`src/rtl/mux_8_2_1_sched_pkg.sv`:
```
// Shared constants, state encoding and helpers for the scheduled 8:1 bit mux.
package mux_8_2_1_sched_pkg;

    localparam int N_REQ = 8;
    localparam int SEL_W = 3;
    localparam int CNT_W = 4;

    typedef enum logic {
        IDLE  = 1'b0,
        GRANT = 1'b1
    } state_t;

    function automatic logic [N_REQ-1:0] onehot(input logic [SEL_W-1:0] idx);
        logic [N_REQ-1:0] v;
        v = '0;
        v[idx] = 1'b1;
        return v;
    endfunction

endpackage

```
`src/rtl/mux_8_2_1.sv`:
```
// Plain combinational 8:1 single-bit multiplexer.
module mux_8_2_1 (
    input  logic [2:0] sel,
    input  logic [7:0] in,
    output logic       out
);

    assign out = in[sel];

endmodule

```
`src/rtl/mux_8_2_1_sched.sv`:
```
// Round-robin scheduler in front of an 8:1 bit mux; each grant lasts up to
// HOLD_MAX accepted beats or until the granted requester drops its request.
module mux_8_2_1_sched
    import mux_8_2_1_sched_pkg::*;
#(
    parameter int HOLD_MAX = 4
) (
    input  logic       clk,
    input  logic       rst,
    input  logic [7:0] req,
    input  logic [7:0] din,
    input  logic       out_ready,
    output logic [2:0] sel,
    output logic [7:0] grant,
    output logic       out_valid,
    output logic       out_bit
);

    state_t             state_reg, state_next;
    logic [SEL_W-1:0]   sel_reg, sel_next;
    logic [N_REQ-1:0]   grant_reg, grant_next;
    logic [CNT_W-1:0]   beat_cnt_reg, beat_cnt_next;

    logic [N_REQ-1:0]   rot_req;
    logic [SEL_W-1:0]   rr_off;
    logic [SEL_W-1:0]   winner;
    logic               beat;
    logic               hold_done;
    logic               release_grant;

    // rot_req[k] is the request of index sel+1+k, so the current sel lands last.
    generate
        for (genvar gi = 0; gi < N_REQ; gi++) begin : g_rot
            assign rot_req[gi] = req[sel_reg + SEL_W'(gi + 1)];
        end
    endgenerate

    always_comb begin
        rr_off = '0;
        for (int i = N_REQ - 1; i >= 0; i--) begin
            if (rot_req[i]) begin
                rr_off = SEL_W'(i);
            end
        end
    end

    assign winner        = sel_reg + rr_off + SEL_W'(1);
    assign beat          = out_valid && out_ready;
    assign hold_done     = beat && (beat_cnt_reg + CNT_W'(1) == CNT_W'(HOLD_MAX));
    assign release_grant = !req[sel_reg] || hold_done;

    always_ff @(posedge clk) begin
        if (rst) begin
            state_reg    <= IDLE;
            sel_reg      <= '1;
            grant_reg    <= '0;
            beat_cnt_reg <= '0;
        end else begin
            state_reg    <= state_next;
            sel_reg      <= sel_next;
            grant_reg    <= grant_next;
            beat_cnt_reg <= beat_cnt_next;
        end
    end

    always_comb begin
        state_next    = state_reg;
        sel_next      = sel_reg;
        beat_cnt_next = beat_cnt_reg;
        case (state_reg)
            IDLE: begin
                if (|req) begin
                    state_next    = GRANT;
                    sel_next      = winner;
                    beat_cnt_next = '0;
                end
            end
            GRANT: begin
                if (release_grant) begin
                    beat_cnt_next = '0;
                    if (|req) begin
                        sel_next = winner;
                    end else begin
                        state_next = IDLE;
                    end
                end else if (beat) begin
                    beat_cnt_next = beat_cnt_reg + CNT_W'(1);
                end
            end
            default: state_next = IDLE;
        endcase
        grant_next = (state_next == GRANT) ? onehot(sel_next) : '0;
    end

    always_comb begin
        out_valid = (state_reg == GRANT) && req[sel_reg];
    end

    assign sel   = sel_reg;
    assign grant = grant_reg;

    mux_8_2_1 u_mux (
        .sel (sel_reg),
        .in  (din),
        .out (out_bit)
    );

endmodule

```
`config.mk`:
```
export PLATFORM = sky130hd
export DESIGN_NAME = mux_8_2_1_sched
export DESIGN_NICKNAME = d
export VERILOG_FILES = /design/src/rtl/mux_8_2_1_sched_pkg.sv /design/src/rtl/mux_8_2_1.sv /design/src/rtl/mux_8_2_1_sched.sv
export SDC_FILE = /design/constraint.sdc
export NUM_CORES = 1
export LEC_CHECK = 0
export ABC_CLOCK_PERIOD_IN_PS = 4700
export BUFFER_PORTS_ARGS = -buffer_cell sky130_fd_sc_hd__buf_2
export CORE_ASPECT_RATIO = 1.25
export CORE_MARGIN = 5
export CORE_UTILIZATION = 54
export DETAILED_ROUTE_END_ITERATION = 10
export GPL_TIMING_DRIVEN = 0
export HOLD_SLACK_MARGIN = 0.05
export PLACE_DENSITY = 0.78
export SYNTH_ARGS = -nofsm -noshare
export SYNTH_HDL_FRONTEND = slang
export SYNTH_SLANG_ARGS = --single-unit
```
`constraint.sdc`:
```
create_clock -name clk -period 4.7 [get_ports clk]
set_input_delay 0.47 -clock clk [delete_from_list [all_inputs] [get_ports clk]]
set_output_delay 0.47 -clock clk [all_outputs]
set_load 0.01 [all_outputs]
```
# Word-level counts from Yosys, hierarchy flattened

Cells that the tools add are included.

Word-level logic and storage cells: 76
Bits in registers: 16
Input port bits: 19
Output and inout bits: 13

Multiplexer cells: 38
Reduce and logical (&&, ||, !) cells: 9
Bitwise logic cells: 2
$lt $le $gt $ge: 10
$add $sub $neg: 10
Equality and inequality tests: 3

Operator list:

| kind                                                                                 | count |
|---|---|
| 3-bit by 4-bit < comparator with 1-bit output (second input constant)                | 9 |
| 3-bit two-way mux                                                                    | 10 |
| 1-bit binary-select mux with 3-bit select                                            | 9 |
| 3-bit adder (second input constant)                                                  | 4 |
| 1-bit two-way mux                                                                    | 12 |
| 4-bit two-way mux                                                                    | 3 |
| 4-bit one-hot mux with 2 select lines                                                | 1 |
| 8-bit OR reduction                                                                   | 1 |
| 3-bit by 1-bit adder with 3-bit output (second input constant)                       | 2 |
| 3-bit by 2-bit adder with 3-bit output (second input constant)                       | 2 |
| 3-bit one-hot mux with 2 select lines                                                | 1 |
| 4-bit by 1-bit adder with 4-bit output (second input constant)                       | 1 |
| 4-bit by 3-bit equality test with 1-bit output (second input constant)               | 1 |
| 1-bit logical AND                                                                    | 4 |
| 3-bit adder                                                                          | 1 |
| 1-bit demux with 3-bit select                                                        | 1 |
| 3-bit by 1-bit greater-or-equal comparator with 1-bit output (second input constant) | 1 |
| 3-bit by 1-bit != test with 1-bit output (second input constant)                     | 1 |
| 2-bit != test (second input constant)                                                | 1 |
| 1-bit NOT                                                                            | 2 |
| 1-bit one-hot mux with 2 select lines                                                | 1 |
| 2-bit AND reduction                                                                  | 1 |
| 2-bit OR reduction                                                                   | 1 |
| 1-bit logical NOT                                                                    | 1 |
| 1-bit logical OR                                                                     | 1 |

# Longest topological paths before layout

Gate-level depths: netlist (run 1).

Word-level depth: 19
Depth in mapped cells: 18

# Cells and area by module

Synthesis (run 1) repeated with hierarchy kept, for this count alone.

Cell total of the unflattened synthesis: 154
Area, all modules: 1442.6 µm²

Modules (own cells, without submodules):

| module          | times used | cells each | sequential area each (µm²) | area an instance (µm²) |
|---|---|---|---|---|
| mux_8_2_1_sched | 1          | 151        | 320.3                      | 1378.8 |
| mux_8_2_1       | 1          | 3          | 0.0                        | 63.8 |

# Least setup slack after synthesis (run 1)

No wires, ideal clock.

Path type: register to register
Start: reg sel_reg[0], in the netlist sel[0]
End: reg grant_reg[3], in the netlist grant[3]
Library setup time: 0.127 ns
Data arrival time: 3.877 ns
Slack: 0.696 ns
Stages on the path, launching flop included: 18
Buffers on the path: 4
Data required time: 4.573 ns
Cell sequence: dfxtp_1 > buf_2 > buf_2 > inv_2 > ha_1 > buf_6 > mux2_1 > mux4_2 > o22ai_1 > o21ai_0 > a31oi_1 > o21ai_0 > ha_1 > fa_1 > and3_1 > or3_1 > buf_6 > mux2i_1

Word-level cells in the longest chain between the ends: 19
Elaborated cells on any way between the ends: 50

RTL lines:

| what                                                                                                                                                | RTL line                                                            | RTL |
|---|---|---|
| start, declared                                                                                                                                     | mux_8_2_1_sched.sv:20                                               | `logic [SEL_W-1:0] sel_reg, sel_next;` |
| start signal, assigned                                                                                                                              | mux_8_2_1_sched.sv:60                                               | `sel_reg <= sel_next;` |
| 3-bit adder or 1-bit binary-select mux with 3-bit select (tied branches)                                                                            | mux_8_2_1_sched.sv:34, mux_8_2_1_sched.sv:50, mux_8_2_1_sched.sv:96 |  |
| 1-bit binary-select mux with 3-bit select or 1-bit two-way mux (tied branches)                                                                      | mux_8_2_1_sched.sv:34, mux_8_2_1_sched.sv:50, mux_8_2_1_sched.sv:96 |  |
| 1-bit two-way mux (implied by the code) or 3-bit two-way mux (tied branches)                                                                        | mux_8_2_1_sched.sv:34, mux_8_2_1_sched.sv:41                        |  |
| 3-bit two-way mux (7 in series)                                                                                                                     | mux_8_2_1_sched.sv:41                                               | `if (rot_req[i]) begin` |
| 3-bit adder                                                                                                                                         | mux_8_2_1_sched.sv:47                                               | `assign winner = sel_reg + rr_off + SEL_W'(1);` |
| 3-bit by 1-bit adder with 3-bit output                                                                                                              | mux_8_2_1_sched.sv:47                                               |  |
| 3-bit two-way mux                                                                                                                                   | mux_8_2_1_sched.sv:72, mux_8_2_1_sched.sv:81                        |  |
| 3-bit two-way mux                                                                                                                                   | mux_8_2_1_sched.sv:79                                               | `if (release_grant) begin` |
| 3-bit one-hot mux with 2 select lines                                                                                                               | mux_8_2_1_sched.sv:70                                               | `case (state_reg)` |
| 3-bit by 4-bit < comparator with 1-bit output (implied by the code) or 3-bit by 1-bit greater-or-equal comparator with 1-bit output (tied branches) | mux_8_2_1_sched_pkg.sv:16                                           | `v[idx] = 1'b1;` |
| 1-bit logical AND (implied by the code)                                                                                                             | mux_8_2_1_sched_pkg.sv:16                                           |  |
| 1-bit two-way mux (implied by the code)                                                                                                             | mux_8_2_1_sched_pkg.sv:16                                           |  |
| 1-bit demux with 3-bit select                                                                                                                       | mux_8_2_1_sched_pkg.sv:16                                           |  |
| end signal, assigned                                                                                                                                | mux_8_2_1_sched.sv:61                                               | `grant_reg <= grant_next;` |
| end, declared                                                                                                                                       | mux_8_2_1_sched.sv:21                                               | `logic [N_REQ-1:0] grant_reg, grant_next;` |

Parallel ways exist; a longest one is shown, timed or not. The select of a mux whose other input is x is not followed.
A chain may end at the register's enable or synchronous reset.

# Worst setup path in the final report (run 1)

Start: reg sel_reg[0], in the netlist sel[0]
End: reg grant_reg[6], in the netlist grant[6]

Same word-level chain as after synthesis.

==> results.toml, run 1 <==
[floorplan]
die_area_um2 = 3800
io_pins = 32
rows = 21
die_h_um = 67.6
initial_core_util = 0.546
core-area_um2 = 2630
die_w_um = 56.1

[critical_path]
cp_max_fo = 10
crit_required_ns = 4.91
critPathCaptureType = "flip-flop"
startpoint_type = "flip-flop"
critPathKind = "flip-flop to flip-flop"
reg2reg_depth = 17
critPathArrivalTime_ns = 4.53

[final_layout]
fillers = 240
largest_register_ffs = 8
drive_gt1_frac = 0.321
final_common_cell = "buf_2"
multi_input_area_um2 = 1030
layout.nets = 215
regArea_um2 = 320
stdcell_count = 224
antennaDiodeCount = 0
area_delta_synth_final_pct = 16.0
layout_common_cells = "buf_2, dfxtp_1, nand2_1"

[logic_synthesis]
yosys.area_share.simple = 0.201
synth_mux_area_frac = 0.322
syn-mean-instance-area_um2 = 9.20
synth-seq-cells = 16
synth_compound_area_frac = 0.126
post_synth_xor_area_fraction = 0.0183
syn_area_um2 = 1440
syn_inst = 156
yosys.area_share.adder = 0.0488
yosysUniqueCellTypes = 39
synth_nets = 180
ys_seq_area_frac = 0.223
yosysWarningCount = 0
synth_top_family_by_area = "multiplexers"

[sta]
clock.fmax_mhz = 232
skew_ns = 0.000601
period_share = 0.918
fin_crit_ns = 4.32
slew_headroom = 0.594
final_hold_viol_count = 0
slew_violations = 0
setup_viol = 0
worst_slew_pin_slew_ns = 0.609
grt_setup_unrepaired = "false"
setup_tns_ns = 0
hold_ws_ns = 0.490

[worst_hold_path]
hold_path_depth = 2
worstHoldPathType = "flip-flop to flip-flop"

[cts]
cts_root_buf = "clkbuf_4"
cts_resized = 0
clk_latency_ns = 0.28
clkSlewWorstSetupHoldPaths_ns = 0.09
cts_tree = "built"
htree_num_levels = 1
cts.sinks = 16
cts_buffers = 3
ctsHoldBuffers = 0
clock_path_buffers = 2
postCtsSetupRepairBufs = 0

[placement]
gp_congestion = 0.925
port_buffers = 30
dp.cells = 220
dp.final_hpwl_mm = 2.70

[pwr]
p_leak_nw = 0.730
peakVddDrop_uv = 477
powerDensity_nw_per_um2 = 738

[drt]
wl_per_cell_um = 14.6
wl_mm = 3.28
dr.pass1.iters = 5
first_iter_violations = 31
num_vias = 1376
drcViolationCount = 0
viasPerCell = 6.14
ant_nets = 0

[global_routing]
grt_pass1_vias = 1249
grtUsageTotal = 0.177
grt_pass1_wl_mm = 5.26
grt.overflow.total = 0
grt_max_degree = 11
antenna_found_initial = 0

[flow_run]
cap_violations = 0

[status]
outcome = "complete, no violations"
-- worst max-delay path, cell delays in order, from the launching register on --
cell and delay, ns:
dfxtp_1 0.36, buf_2 0.25, buf_2 0.30, inv_2 0.12, ha_1 0.31, buf_6 0.14, mux2_1 0.36, mux4_2 0.48
o22ai_1 0.17, o21ai_0 0.09, a31oi_1 0.17, o21ai_0 0.11, ha_1 0.22, fa_1 0.37, and3_1 0.15, or3_1 0.32
buf_6 0.16, mux2i_1 0.16
-- power by group --
part / total, mW / internal [mW] / leakage [nW] / switching, mW
Sequential: 0.180 / 0.162 / 0.131 / 0.0181
Combinational: 0.960 / 0.453 / 0.578 / 0.507
Clock: 0.0886 / 0.0472 / 0.0210 / 0.0414
-- layout make-up --
class / count / share of cell area
buffer: 9 / 0.0316
inverter: 9 / 0.0203
timing repair buffer: 30 / 0.0902
sequential: 16 / 0.192
tap: 34 / 0.0256
multi-input combinational: 122 / 0.618
clock buffer: 4 / 0.0218
-- cell families after synthesis --
group / count (synthesis)
fa+ha+maj: 5
buf+inv: 18
mux: 30
xor+xnor: 3
compound gates: 28
simple gates: 56
flops: 16
-- per-stage QoR --
stage	power, mW	utilization	cell area (µm²)	worst slack (ns)
6_report	1.23	0.633	1660	0.385
5_1_grt	1.34	0.633	1660	0.0445
4_1_cts	1.23	0.633	1660	0.353
3_5_place_dp	1.14	0.620	1630	0.383
3_3_place_gp	1.10	0.620	1630	0.472
2_1_floorplan	0.962	-	1440	0.696
-- routing by layer --
metal  part of all wire  GRT usage
met5                  0          0
met4              0.034     0.0979
met3              0.052     0.0210
met2               0.54      0.348
met1               0.37      0.181
-- worst paths after layout --
path | start | endpoint | slack (ns)
min reg2reg | beat_cnt_reg[1] | beat_cnt_reg[1] | 0.49
max | sel[0] | grant[6] | 0.38
min | beat_cnt_reg[1] | beat_cnt_reg[1] | 0.49
max reg2reg | sel[0] | grant[6] | 0.38
-- Yosys cell counts, drive strengths merged --
cell,n,area (µm²)
o31ai,4,30.0
o221ai,1,8.76
and3,3,18.8
mux2i,12,120
or3,3,18.8
xnor2,1,8.76
nand3,12,60.1
nor2,10,37.5
buf,6,41.3
dfxtp,16,320
inv,9,33.8
mux4,12,270
o31a,1,8.76
a31oi,1,6.26
ha,4,50.1
xor2,2,17.5
a21oi,9,45.0
and2,1,6.26
o211ai,4,30.0
or3b,4,35.0
fa,1,20.0
a2111o,1,11.3
or4b,1,10.0
nand3b,1,7.51
clkbuf,3,11.3
o22ai,2,12.5
or2,1,8.76
o2111ai,1,8.76
nand2,14,52.6
nor4,2,12.5
nor2b,1,6.26
nor3,3,15.0
mux2,6,71.3
o21ai,4,20.0
No activity file was read; power rests on OpenSTA's default activity.
==> run 2: changes to the inputs <==
--- a/config.mk
+++ b/config.mk
@@ -8,7 +8,6 @@
 export ABC_CLOCK_PERIOD_IN_PS = 4700
 export BUFFER_PORTS_ARGS = -buffer_cell sky130_fd_sc_hd__buf_2
 export CORE_ASPECT_RATIO = 1.25
-export CORE_MARGIN = 5
 export CORE_UTILIZATION = 54
 export DETAILED_ROUTE_END_ITERATION = 10
 export GPL_TIMING_DRIVEN = 0
==> run 2 against run 1 <==
  * Sequential share of layout area hardly changed
  * Combinational power is 1% higher
  * Core utilization is 4.0 points higher
  * Register-to-register slack better by 0.04 ns
  * First-iteration DRC count stayed put
  * Total power is 1.2% higher
  * Largest cell class unchanged
  * Largest power group unchanged
  * Highest routed layer unchanged
==> results.toml, run 2 (synthesis results as in run 1) <==
[status]
outcome = "complete, no violations"

[critical_path]
reg2reg_from = "sel[1]"
worstPathCellList = "buf_2, inv_1, ha_1, buf_6, mux2_1, mux4_2, o22ai_1, o21ai_0, a31oi_1, o21ai_0, ha_1, fa_1, and3_1, or3_1, buf_6, mux2i_1"
slowest_delay_ns = 0.49
crit_required_ns = 4.91
crit_slowest_cell = "dfxtp_1"
critPathArrivalTime_ns = 4.49
critPathKind = "flip-flop to flip-flop"
critPathBufInv = 4
crit_family = "multiplexers"
r2r_end = "sel[2]"
cp_max_fo = 10
critPathCaptureType = "flip-flop"
startpoint_type = "flip-flop"
reg2reg_depth = 16
rrSetupSlack_ns = 0.42

[drt]
viasPerCell = 6.04
drcViolationCount = 0
dr.pass1.iters = 4
wl_mm = 3.35
first_iter_violations = 31
wl_per_cell_um = 15.0
ant_nets = 0
num_vias = 1347

[floorplan]
die_h_um = 59.6
rows = 20
io_pins = 32
core-area_um2 = 2480
initial_core_util = 0.579
die_w_um = 48.1
die_area_um2 = 2870

[final_layout]
layout.nets = 215
antennaDiodeCount = 0
final_common_cell = "buf_2"
multi_input_area_um2 = 1030
stdcell_count = 223
fillers = 206
final_util = 0.673
layout_common_cells = "buf_2, dfxtp_1, nand2_1"
area_delta_synth_final_pct = 16.2
largest_register_ffs = 8
regArea_um2 = 320
drive_gt1_frac = 0.321

[sta]
final_hold_viol_count = 0
setup_tns_ns = 0
clock.fmax_mhz = 234
setup_ws_ns = 0.422
grt_setup_unrepaired = "false"
setup_viol = 0
slew_headroom = 0.597
fin_crit_ns = 4.28
slew_violations = 0
skew_ns = 0.0111
worst_slew_pin_slew_ns = 0.604
period_share = 0.910

[global_routing]
grt_max_degree = 11
grtUsageTotal = 0.277
antenna_found_initial = 0
grt_pass1_wl_mm = 5.75
grt.overflow.total = 0
grt_pass1_vias = 1332

[worst_hold_path]
worstHoldPathType = "flip-flop to flip-flop"
hold_path_depth = 2
worstHoldStart = "beat_cnt_reg[1]"
holdPathEnd = "beat_cnt_reg[1]"

[placement]
gp_congestion = 0.922
dp.final_hpwl_mm = 2.64
port_buffers = 30
dp_slack_ns = 0.354
dp.cells = 219

[pwr]
p_leak_nw = 0.733
peakVddDrop_uv = 504
finalPower_mw = 1.24
powerDensity_nw_per_um2 = 746

[cts]
clkSlewWorstSetupHoldPaths_ns = 0.10
cts_tree = "built"
cts_buffers = 3
htree_num_levels = 1
postCtsSetupRepairBufs = 0
cts_root_buf = "clkbuf_4"
clock_path_buffers = 2
clk_latency_ns = 0.28
cts.sinks = 16

[flow_run]
cap_violations = 0
## run 2: layer usage
metal  up-vias  part of all wire  GRT usage
met3         4             0.010    0.00915
met2        20              0.58      0.519
met5         -                 0          0
li1        659                 -          -
met4         0            0.0086     0.0913
met1       664              0.40      0.319
## run 2: worst reg2reg max path, delay by kind of cell (launching register included)
kind                     cells  cell delay, ns
AO/OA/AOI/OAI                4            0.53
buffers and inverters        4            0.78
multiplexers                 3            1.01
AND/OR/NAND/NOR              2            0.46
flip-flops                   1            0.49
adder cells (fa/ha/maj)      3            0.91
## run 2: what timing repair did
| action | CTS | global route |
|---|---|---|
| endpoints found under the setup margin | 0 | 2 |
| resized for setup | 0 | 2 |
| hold buffers | 0 | 0 |
## run 2: where the power goes
part | internal, mW | switching, mW | total (mW)
sequential | 0.162 | 0.0182 | 0.181
clock | 0.0471 | 0.0418 | 0.0889
combinational | 0.458 | 0.516 | 0.974
total | 0.668 | 0.576 | 1.24
## run 2: cell type report
| cell class | instances | area share |
|---|---|---|
| Buffer | 9 | 0.0345 |
| Sequential cell | 16 | 0.192 |
| Timing Repair Buffer | 30 | 0.0900 |
| Tap cell | 33 | 0.0248 |
| Inverter | 9 | 0.0203 |
| Multi-Input combinational cell | 122 | 0.617 |
| Clock buffer | 4 | 0.0218 |
## run 2: through the flow
step	hold WS, ns	area, µm²
after floorplan	0.449	1440
final	0.494	1670
after CTS	0.490	1660
after global routing	0.542	1670
after detailed placement	0.475	1630
after global placement	0.460	1630
## run 2: worst max path at each step
stage | slack, ns | end | cells after the start | startpoint
floorplan | 0.70 | grant[3] | 17 | sel[0]
global placement | 0.39 | sel[2] | 17 | sel[0]
detailed placement | 0.35 | sel[2] | 17 | sel[0]
CTS | 0.31 | sel[2] | 17 | sel[0]
global route | 0.06 | grant[3] | 17 | sel[0]
finish | 0.42 | sel[2] | 16 | sel[1]
==> run 3: changes to the inputs <==
--- a/config.mk
+++ b/config.mk
@@ -5,7 +5,7 @@
 export SDC_FILE = /design/constraint.sdc
 export NUM_CORES = 1
 export LEC_CHECK = 0
-export ABC_CLOCK_PERIOD_IN_PS = 4700
+export ABC_CLOCK_PERIOD_IN_PS = 4400
 export BUFFER_PORTS_ARGS = -buffer_cell sky130_fd_sc_hd__buf_2
 export CORE_ASPECT_RATIO = 1.25
 export CORE_UTILIZATION = 54
==> constraint.sdc (replaced) <==
create_clock -name clk -period 4.4 [get_ports clk]
set_input_delay 0.44 -clock clk [delete_from_list [all_inputs] [get_ports clk]]
set_output_delay 0.44 -clock clk [all_outputs]
set_load 0.01 [all_outputs]
==> run 3 against run 2 <==
  * Via count is 0.89% higher
  * Count of clock-buffer cells in the layout did not move
  * Highest routed layer unchanged
  * Sequential power rose by 8%
  * Critical path depth unchanged
  * Worst hold slack got worse by 0.0023 ns
  * Sequential share of layout area barely moved
==> results.toml, run 3 (synthesis results as in run 1) <==
[drt]
dr.pass1.iters = 4
wl_mm = 3.37
wl_per_cell_um = 15.1
ant_nets = 0
drcViolationCount = 0
num_vias = 1359
first_iter_violations = 32
viasPerCell = 6.09

[sta]
period_share = 0.918
fin_crit_ns = 4.04
setup_viol = 0
hold_ws_ns = 0.492
grt_setup_unrepaired = "false"
final_hold_viol_count = 0
setup_ws_ns = 0.362
slew_headroom = 0.591
setup_tns_ns = 0
clock.fmax_mhz = 248
worst_slew_pin_slew_ns = 0.614
slew_violations = 0
skew_ns = 0.0106

[critical_path]
reg2reg_depth = 16
rrSetupSlack_ns = 0.36
reg2reg_from = "sel[1]"
critPathArrivalTime_ns = 4.21
cp_max_fo = 10
crit_required_ns = 4.57
critPathKind = "flip-flop to flip-flop"
startpoint_type = "flip-flop"
critPathCaptureType = "flip-flop"
r2r_end = "grant[3]"

[worst_hold_path]
hold_path_depth = 2
holdPathEnd = "beat_cnt_reg[0]"
worstHoldStart = "rst"
worstHoldPathType = "input port to flip-flop"

[cts]
cts_buffers = 3
htree_num_levels = 1
cts.sinks = 16
postCtsSetupRepairBufs = 0
clk_latency_ns = 0.29
clock_path_buffers = 2
ctsHoldBuffers = 0
clkSlewWorstSetupHoldPaths_ns = 0.10
cts_root_buf = "clkbuf_4"
cts_tree = "built"

[global_routing]
grt_pass1_vias = 1332
grtUsageTotal = 0.277
grt_max_degree = 11
grt.overflow.total = 0
grt_pass1_wl_mm = 5.75
antenna_found_initial = 0

[final_layout]
largest_register_ffs = 8
final_area_um2 = 1680
layout_common_cells = "buf_2, nand2_1, dfxtp_1"
layout.nets = 215
drive_gt1_frac = 0.337
antennaDiodeCount = 0
stdcell_count = 223
final_common_cell = "buf_2"
area_delta_synth_final_pct = 17.3
fillers = 203
final_util = 0.679

[floorplan]
io_pins = 32
rows = 20
core-area_um2 = 2480
die_area_um2 = 2870
die_w_um = 48.1
die_h_um = 59.6
initial_core_util = 0.579

[placement]
gp_congestion = 0.922
dp.final_hpwl_mm = 2.64
dp.cells = 219
dp_slack_ns = 0.0537
dpl-instance-area_um2 = 1630
port_buffers = 30

[status]
outcome = "complete, no violations"

[pwr]
peakVddDrop_uv = 551
p_leak_nw = 0.735
finalPower_mw = 1.35
powerDensity_nw_per_um2 = 802

[flow_run]
cap_violations = 0
-- run 3: final cells by class --
type	count	area (µm²)	share of cell area
Tap cell	33	41.3	0.0245
Timing Repair Buffer	30	150	0.0892
Sequential cell	16	323	0.192
Clock buffer	4	36.3	0.0216
Buffer	9	67.6	0.0401
Multi-Input combinational cell	122	1030	0.613
Inverter	9	33.8	0.0201
-- run 3: power by group --
| part | total [mW] | internal, mW | switching (mW) |
|---|---|---|---|
| Clock | 0.0965 | 0.0504 | 0.0460 |
| Combinational | 1.06 | 0.503 | 0.556 |
| Sequential | 0.195 | 0.175 | 0.0195 |
-- run 3: worst max path at each step --
stage,cells after the start,end,start,slack [ns]
after global placement,17,sel[2],sel[0],0.09
after CTS,17,sel[2],sel[0],0.009
final,16,grant[3],sel[1],0.36
after detailed placement,17,sel[2],sel[0],0.05
after floorplan,17,grant[3],sel[0],0.40
after global routing,17,grant[3],sel[0],0.01
-- run 3: critical path, cell delays in order, from the launching register on --
cell and delay [ns]:
dfxtp_2 0.41, buf_4 0.22, inv_1 0.13, ha_1 0.31, buf_6 0.14, mux2_1 0.35, mux4_2 0.47, o22ai_1 0.20
o21ai_0 0.09, a31oi_1 0.14, o21ai_0 0.10, ha_1 0.21, fa_2 0.57, inv_1 0.06, and3_1 0.17, o211ai_1 0.20
mux2i_1 0.10
-- run 3: what timing repair did --
action	4_1_cts	5_1_grt
hold endpoints to repair	0	0
setup endpoints to repair	0	9
resized for setup	0	11
-- run 3: metal layers --
layer	vias up	wire, µm	GRT usage
met5	-	0	0
met4	0	29	0.0913
met3	4	110	0.00915
met2	37	1970	0.519
met1	661	1260	0.319
li1	657	-	-
